`src/rtl/adc_calc_scheduler.sv`:
```
// rtl/adc_calc_scheduler.sv - shares one FP gain/offset pipeline across ADC channels; define ADC_SCHED_PRIO_CH0_EN for strict channel-0 priority
module adc_calc_scheduler #(
  parameter int N_CH    = 10,
  parameter int CH_W    = $clog2(N_CH),
  parameter int CREDITS = 8
) (
  input  logic                i_clk,
  input  logic                i_rst,
  input  logic [N_CH*32-1:0]  i_raw_data,
  input  logic [N_CH-1:0]     i_raw_valid,
  input  logic [N_CH*32-1:0]  i_gain,
  input  logic [N_CH*32-1:0]  i_offset,
  output logic [95:0]         o_op_tdata,
  output logic [CH_W-1:0]     o_op_tuser,
  output logic                o_op_tvalid,
  input  logic                i_op_tready,
  input  logic [31:0]         i_res_tdata,
  input  logic [CH_W-1:0]     i_res_tuser,
  input  logic                i_res_tvalid,
  output logic [N_CH*32-1:0]  o_ch_data,
  output logic [N_CH-1:0]     o_ch_valid,
  output logic [N_CH-1:0]     o_overrun,
  input  logic                i_overrun_clr,
  output logic                o_bad_tag,
  output logic [3:0]          o_inflight
);

  typedef enum logic {ST_IDLE, ST_HOLD} state_t;

  localparam logic [3:0] CRED_MAX = 4'(CREDITS);

  state_t              state_q, state_d;
  logic [N_CH-1:0]     pend_q, pend_d;
  logic [31:0]         smp_q [N_CH];
  logic [31:0]         smp_d [N_CH];
  logic [CH_W-1:0]     ptr_q, ptr_d;
  logic [95:0]         op_tdata_q, op_tdata_d;
  logic [CH_W-1:0]     op_tuser_q, op_tuser_d;
  logic [3:0]          inflight_q, inflight_d;
  logic [N_CH*32-1:0]  ch_data_q, ch_data_d;
  logic [N_CH-1:0]     ch_valid_q, ch_valid_d;
  logic [N_CH-1:0]     overrun_q, overrun_d;
  logic                bad_tag_q, bad_tag_d;

  logic                hs;
  logic                load;
  logic                prio0;
  logic                rr_found;
  logic [CH_W-1:0]     rr_grant;
  logic [CH_W-1:0]     grant;
  logic [95:0]         grant_word;
  logic                res_ok;

  // Arbiter: first pending channel after the last granted one, wrapping
  always_comb begin
    rr_found = 1'b0;
    rr_grant = '0;
    for (int i = 1; i <= N_CH; i++) begin
      if (!rr_found && pend_q[(int'(ptr_q) + i) % N_CH]) begin
        rr_found = 1'b1;
        rr_grant = CH_W'((int'(ptr_q) + i) % N_CH);
      end
    end
`ifdef ADC_SCHED_PRIO_CH0_EN
    prio0 = pend_q[0];
`else
    prio0 = 1'b0;
`endif
    grant = prio0 ? '0 : rr_grant;
    grant_word = '0;
    for (int k = 0; k < N_CH; k++) begin
      if (grant == CH_W'(k)) begin
        grant_word = {i_offset[32*k +: 32], i_gain[32*k +: 32], smp_q[k]};
      end
    end
  end

  // Credit accounting and issue-register control
  always_comb begin
    hs         = (state_q == ST_HOLD) && i_op_tready;
    inflight_d = inflight_q;
    if (hs && !i_res_tvalid) begin
      inflight_d = inflight_q + 4'd1;
    end else if (!hs && i_res_tvalid && (inflight_q != 4'd0)) begin
      inflight_d = inflight_q - 4'd1;
    end
    // Compare against the post-update count so the op leaving this cycle
    // and the one loaded behind it never overcommit the pipeline.
    load = ((state_q == ST_IDLE) || i_op_tready) && (|pend_q) && (inflight_d < CRED_MAX);

    state_d    = state_q;
    op_tdata_d = op_tdata_q;
    op_tuser_d = op_tuser_q;
    ptr_d      = ptr_q;
    if (load) begin
      state_d    = ST_HOLD;
      op_tdata_d = grant_word;
      op_tuser_d = grant;
      if (!prio0) begin
        ptr_d = grant;
      end
    end else if (hs) begin
      state_d = ST_IDLE;
    end
  end

  // Per-channel sample capture, pending flags and overrun detection
  always_comb begin
    pend_d    = pend_q;
    overrun_d = overrun_q;
    for (int k = 0; k < N_CH; k++) begin
      smp_d[k] = smp_q[k];
    end
    for (int k = 0; k < N_CH; k++) begin
      if (i_raw_valid[k]) begin
        smp_d[k] = i_raw_data[32*k +: 32];
      end
      // A channel granted this cycle ships its old sample, so a new strobe is not an overrun.
      pend_d[k]    = (pend_q[k] && !(load && (grant == CH_W'(k)))) || i_raw_valid[k];
      overrun_d[k] = (overrun_q[k] && !i_overrun_clr) ||
                     (i_raw_valid[k] && pend_q[k] && !(load && (grant == CH_W'(k))));
    end
  end

  // Result routing back to per-channel registers
  always_comb begin
    res_ok     = (int'(i_res_tuser) < N_CH);
    ch_data_d  = ch_data_q;
    ch_valid_d = '0;
    for (int k = 0; k < N_CH; k++) begin
      if (i_res_tvalid && res_ok && (i_res_tuser == CH_W'(k))) begin
        ch_data_d[32*k +: 32] = i_res_tdata;
        ch_valid_d[k]         = 1'b1;
      end
    end
    bad_tag_d = (bad_tag_q && !i_overrun_clr) || (i_res_tvalid && !res_ok);
  end

  // State registers; reset drops all pending and in-flight work
  always_ff @(posedge i_clk) begin
    if (i_rst) begin
      state_q    <= ST_IDLE;
      pend_q     <= '0;
      ptr_q      <= CH_W'(N_CH - 1);
      op_tdata_q <= '0;
      op_tuser_q <= '0;
      inflight_q <= '0;
      ch_data_q  <= '0;
      ch_valid_q <= '0;
      overrun_q  <= '0;
      bad_tag_q  <= 1'b0;
      for (int k = 0; k < N_CH; k++) begin
        smp_q[k] <= '0;
      end
    end else begin
      state_q    <= state_d;
      pend_q     <= pend_d;
      ptr_q      <= ptr_d;
      op_tdata_q <= op_tdata_d;
      op_tuser_q <= op_tuser_d;
      inflight_q <= inflight_d;
      ch_data_q  <= ch_data_d;
      ch_valid_q <= ch_valid_d;
      overrun_q  <= overrun_d;
      bad_tag_q  <= bad_tag_d;
      for (int k = 0; k < N_CH; k++) begin
        smp_q[k] <= smp_d[k];
      end
    end
  end

  assign o_op_tdata  = op_tdata_q;
  assign o_op_tuser  = op_tuser_q;
  assign o_op_tvalid = (state_q == ST_HOLD);
  assign o_ch_data   = ch_data_q;
  assign o_ch_valid  = ch_valid_q;
  assign o_overrun   = overrun_q;
  assign o_bad_tag   = bad_tag_q;
  assign o_inflight  = inflight_q;

endmodule

```
`config.mk`:
```
export PLATFORM = sky130hd
export DESIGN_NAME = adc_calc_scheduler
export DESIGN_NICKNAME = d
export VERILOG_FILES = /design/src/rtl/adc_calc_scheduler.sv
export SDC_FILE = /design/constraint.sdc
export NUM_CORES = 2
export LEC_CHECK = 0
export BUFFER_PORTS_ARGS = -buffer_cell sky130_fd_sc_hd__buf_4
export CORE_AREA = 2 2 566 568
export CTS_BUF_LIST = sky130_fd_sc_hd__clkbuf_16
export DETAILED_ROUTE_END_ITERATION = 8
export DIE_AREA = 0 0 568 570
export GPL_TIMING_DRIVEN = 0
export SETUP_SLACK_MARGIN = 0.2
export SLEW_MARGIN = 20
export SYNTH_ARGS = -nofsm -noshare
export SYNTH_HDL_FRONTEND = slang
export SYNTH_SLANG_ARGS = --single-unit
```
`constraint.sdc`:
```
create_clock -name i_clk -period 6.6 [get_ports i_clk]
set_input_delay 1.32 -clock i_clk [delete_from_list [all_inputs] [get_ports i_clk]]
set_output_delay 1.32 -clock i_clk [all_outputs]
set_load 0.1 [all_outputs]
```
==> impl_results.md <==
* Final design utilization at 20.1%
* Signed area change from the synthesized netlist to the final layout at 57.4%
* Standard-cell row count at just over 200
* Largest net degree at the start of global routing at 19
* Post-detailed-route wirelength per cell at 37.4 um
* Required time of the critical path at 7350 ps
* Min-delay worst type: flip-flop to flip-flop
* Post-Route WL at 411000 um
* Clock insertion delay at the later pin of the skew report at 890 ps
* Drt initial violations at 6132
* Effective utilization at floorplan at 12.8%
* Category of the worst setup path launch point: flip-flop
* Register-to-register setup slack at 250 ps
* Maximum capacitance violations at 0
* Die X-Extent at 568 um
* Post-synth ARST share at 0%
* Port Buf Inserts at 1412
* Result of the run: completed
* Half-perimeter wire length after placement at roughly 350000 um
* Share of layout cells above drive strength 1 at 32.9%
* Yosys warning total at 0
* Wire length of the first global-routing pass at 504000 um
* # setup viols final at 0
* Measured slew at the worst slew-check pin at 1350 ps
* Initial antenna violation count at 209
* Crit path largest cell delay at 510 ps
* Top Family by Delay on Critical Path: compound AO/OA/AOI/OAI gates
* Setup repair after global routing missed its margin: yes
* TritonCTS Buffers at 99
* CTS Root Buffer Type: clkbuf_16
* Routed via count at 51.3k
* Met1 Wirelength at 163000 um
* Core footprint at ~320000 um2
* Cell taking the most area after synthesis: dfxtp_1
* Met2 wire length at 168000 um
* Net count of the mapped netlist at 6100
* Area fraction of the dominant cell type after synthesis at 38.4%
* Most frequently used flop master after synthesis: dfxtp_1
* Cell with the largest stage delay on the worst path: a2111o_1
* GP Congestion at 1.01
* Number of enable-type register cells in the synthesized netlist at 0
* Global-route usage over all layers at 24.0%
* Count of final hold-check violations at 0
* CTS tree: done
* Number of instances in the synthesized netlist at slightly above 5k
* IO Count at 1457
* Post-detailed-route DRC marker count at 0
* Flip-flop and latch count after synthesis at approximately 780
* Most frequent cells after synthesis: nand2_1 (974), dfxtp_1 (778), a21oi_1 (503)
* Amount of wire on met3 after detailed routing at 52400 um
* Number of cells traversed by the worst hold path at 2
* Final setup skew at 101 ps
* Clock-pin slew on the worst setup and hold paths at 60 ps
* Final critical delay including setup and external delays at 6350 ps
* Synthesized cell area at 40600 um2
* First-pass iteration count of the detailed router at 6
* Final instance area at 63900 um2
* Fin nets at 7719
* HP Start: o_ch_data[36]
* Area of placed instances at between 50000 and 60000 um2
* Number of H-tree levels at 3
* Mean post-synth cell area at a little over 8 um2
* Sum of buffers and inverters on the critical path at 11
* Worst flop-to-flop path startpoint: o_op_tuser[1]
* Fmax at 157 MHz
* End point of the most critical hold path: o_ch_data[36]
* Most numerous cell in the Yosys netlist: nand2_1
* Clock sink count at 778
* Cell type with the highest occurrence count on the critical path: buf_12
* Fraction of the cycle the final worst path needs at 96.2%
* Worst setup path category: flip-flop to flip-flop
* Max-slew headroom at about a tenth
* Antenna-violating nets left at 0
* Share of the yosys chip area belonging to registers at 38.4%
* Ranking of synthesized cells by area: dfxtp_1 (38%), mux2i_1 (10%), nand2_1 (9.0%)
* Critical Path End Type: flip-flop
* Post-detailed-route via-to-cell ratio at 4.67
* Length in cells of the worst reg-to-reg path at 29
* Final slew viol count at 0
* Top sig layer: met5
* Number of different library cells in the post-synthesis netlist at 103
* CP Data Arrival Time at 7100 ps
* Vertical extent of the die at about 570 um
* Die area at 324000 um2
* Number of buffers on the longest clock path at 4
* Overall overflow remaining after global route at 0
* Crit Reg-Reg Endpoint: o_op_tdata[60]
* Crit Path Max Fanout at 10
* Via count of the first global-routing pass at 46.7k
-- worst min-delay path, stage by stage, from the launching register on --
cell     delay, ps
dfxtp_1        310
nand2_1         50
a21oi_1         50
-- per-stage QoR --
stage	setup TNS, ps	setup WS, ps	instances	hold slack [ps]
after floorplan	0	1080	5049	439
after global placement	-330070	-4270	10600	445
after detailed placement	-228010	-2570	10700	448
after CTS	0	203	10900	456
after global routing	0	175	11000	472
final	0	250	11000	454
-- flip-flops by register name, indices dropped and copies added (netlist names), 2 cells and up --
signal / flops
o_ch_data: 320
smp_q: 320
o_op_tdata: 96
o_ch_valid: 10
o_overrun: 10
pend_q: 10
o_inflight: 4
o_op_tuser: 4
ptr_q: 2
-- cell usage in the layout (no fill, tap or decap), drive strengths merged, types with 30 or more instances in the layout --
cell,instances
nand3,75
a2bb2oi,84
buf,1677
a31o,31
a31oi,58
inv,49
dfxtp,778
clkbuf,423
mux2,30
a221o,36
nand2,976
a311oi,68
a21o,70
o221ai,53
a221oi,64
and3,64
and2,58
o2bb2ai,50
ha,40
nor2,482
mux2i,411
clkinv,41
o31a,35
diode,75
a21oi,508
o21ai,138
o22ai,86
-- what timing repair did --
action,4_1_cts,5_1_grt
resized for setup,385,167
gates cloned,2,2
pin swaps,29,24
endpoints found under the hold margin,0,0
buffers inserted,45,14
endpoints found under the setup margin,122,116
hold buffers,0,0
-- how the worst max path moves through the flow --
| stage | startpoint | end | slack, ps | depth (start not counted) |
|---|---|---|---|---|
| floorplan | o_op_tuser[1] | o_op_tdata[32] | 1080 | 24 |
| global placement | o_op_tuser[1] | o_op_tdata[51] | -4270 | 22 |
| detailed placement | o_op_tuser[1] | o_op_tdata[52] | -2570 | 25 |
| CTS | o_op_tuser[1] | o_op_tdata[95] | 200 | 26 |
| global route | o_op_tuser[2] | o_op_tdata[1] | 180 | 26 |
| finish | o_op_tuser[1] | o_op_tdata[60] | 250 | 29 |
-- cell type report --
cell class | instances | area (um2)
diodes | 75 | 188
multi-input cells | 3757 | 24300
repair buffers | 1520 | 12300
well taps | 4180 | 5230
inverters | 29 | 115
plain buffers | 483 | 2970
clock inverters | 74 | 654
fillers | 35600 | 253000
clock buffers | 99 | 2480
flip-flops and latches | 778 | 15600
-- logic make-up (layout without fill, tap and decap cells) --
group                    after synthesis  after routing  share of synthesized area, %
AO/OA/AOI/OAI                       1453           1453                          24.5
XOR/XNOR                              32             32                         0.690
adder cells (fa/ha/maj)               43             43                          1.31
buffers and inverters                514           2205                          5.44
flip-flops                           778            778                          38.4
multiplexers                         446            446                          11.3
other                                  0             75                             0
AND/OR/NAND/NOR                     1783           1783                          18.5
-- routing by layer --
layer / GRT usage (%) / vias to the layer above
li1: - / 21500
met1: 29.2 / 25100
met2: 35.3 / 3814
met3: 10.9 / 846
met4: 12.5 / 106
met5: 0.387 / -
Power is not shown: default switching activity piles up to over one toggle a cycle in this logic, so the estimate is an artifact.
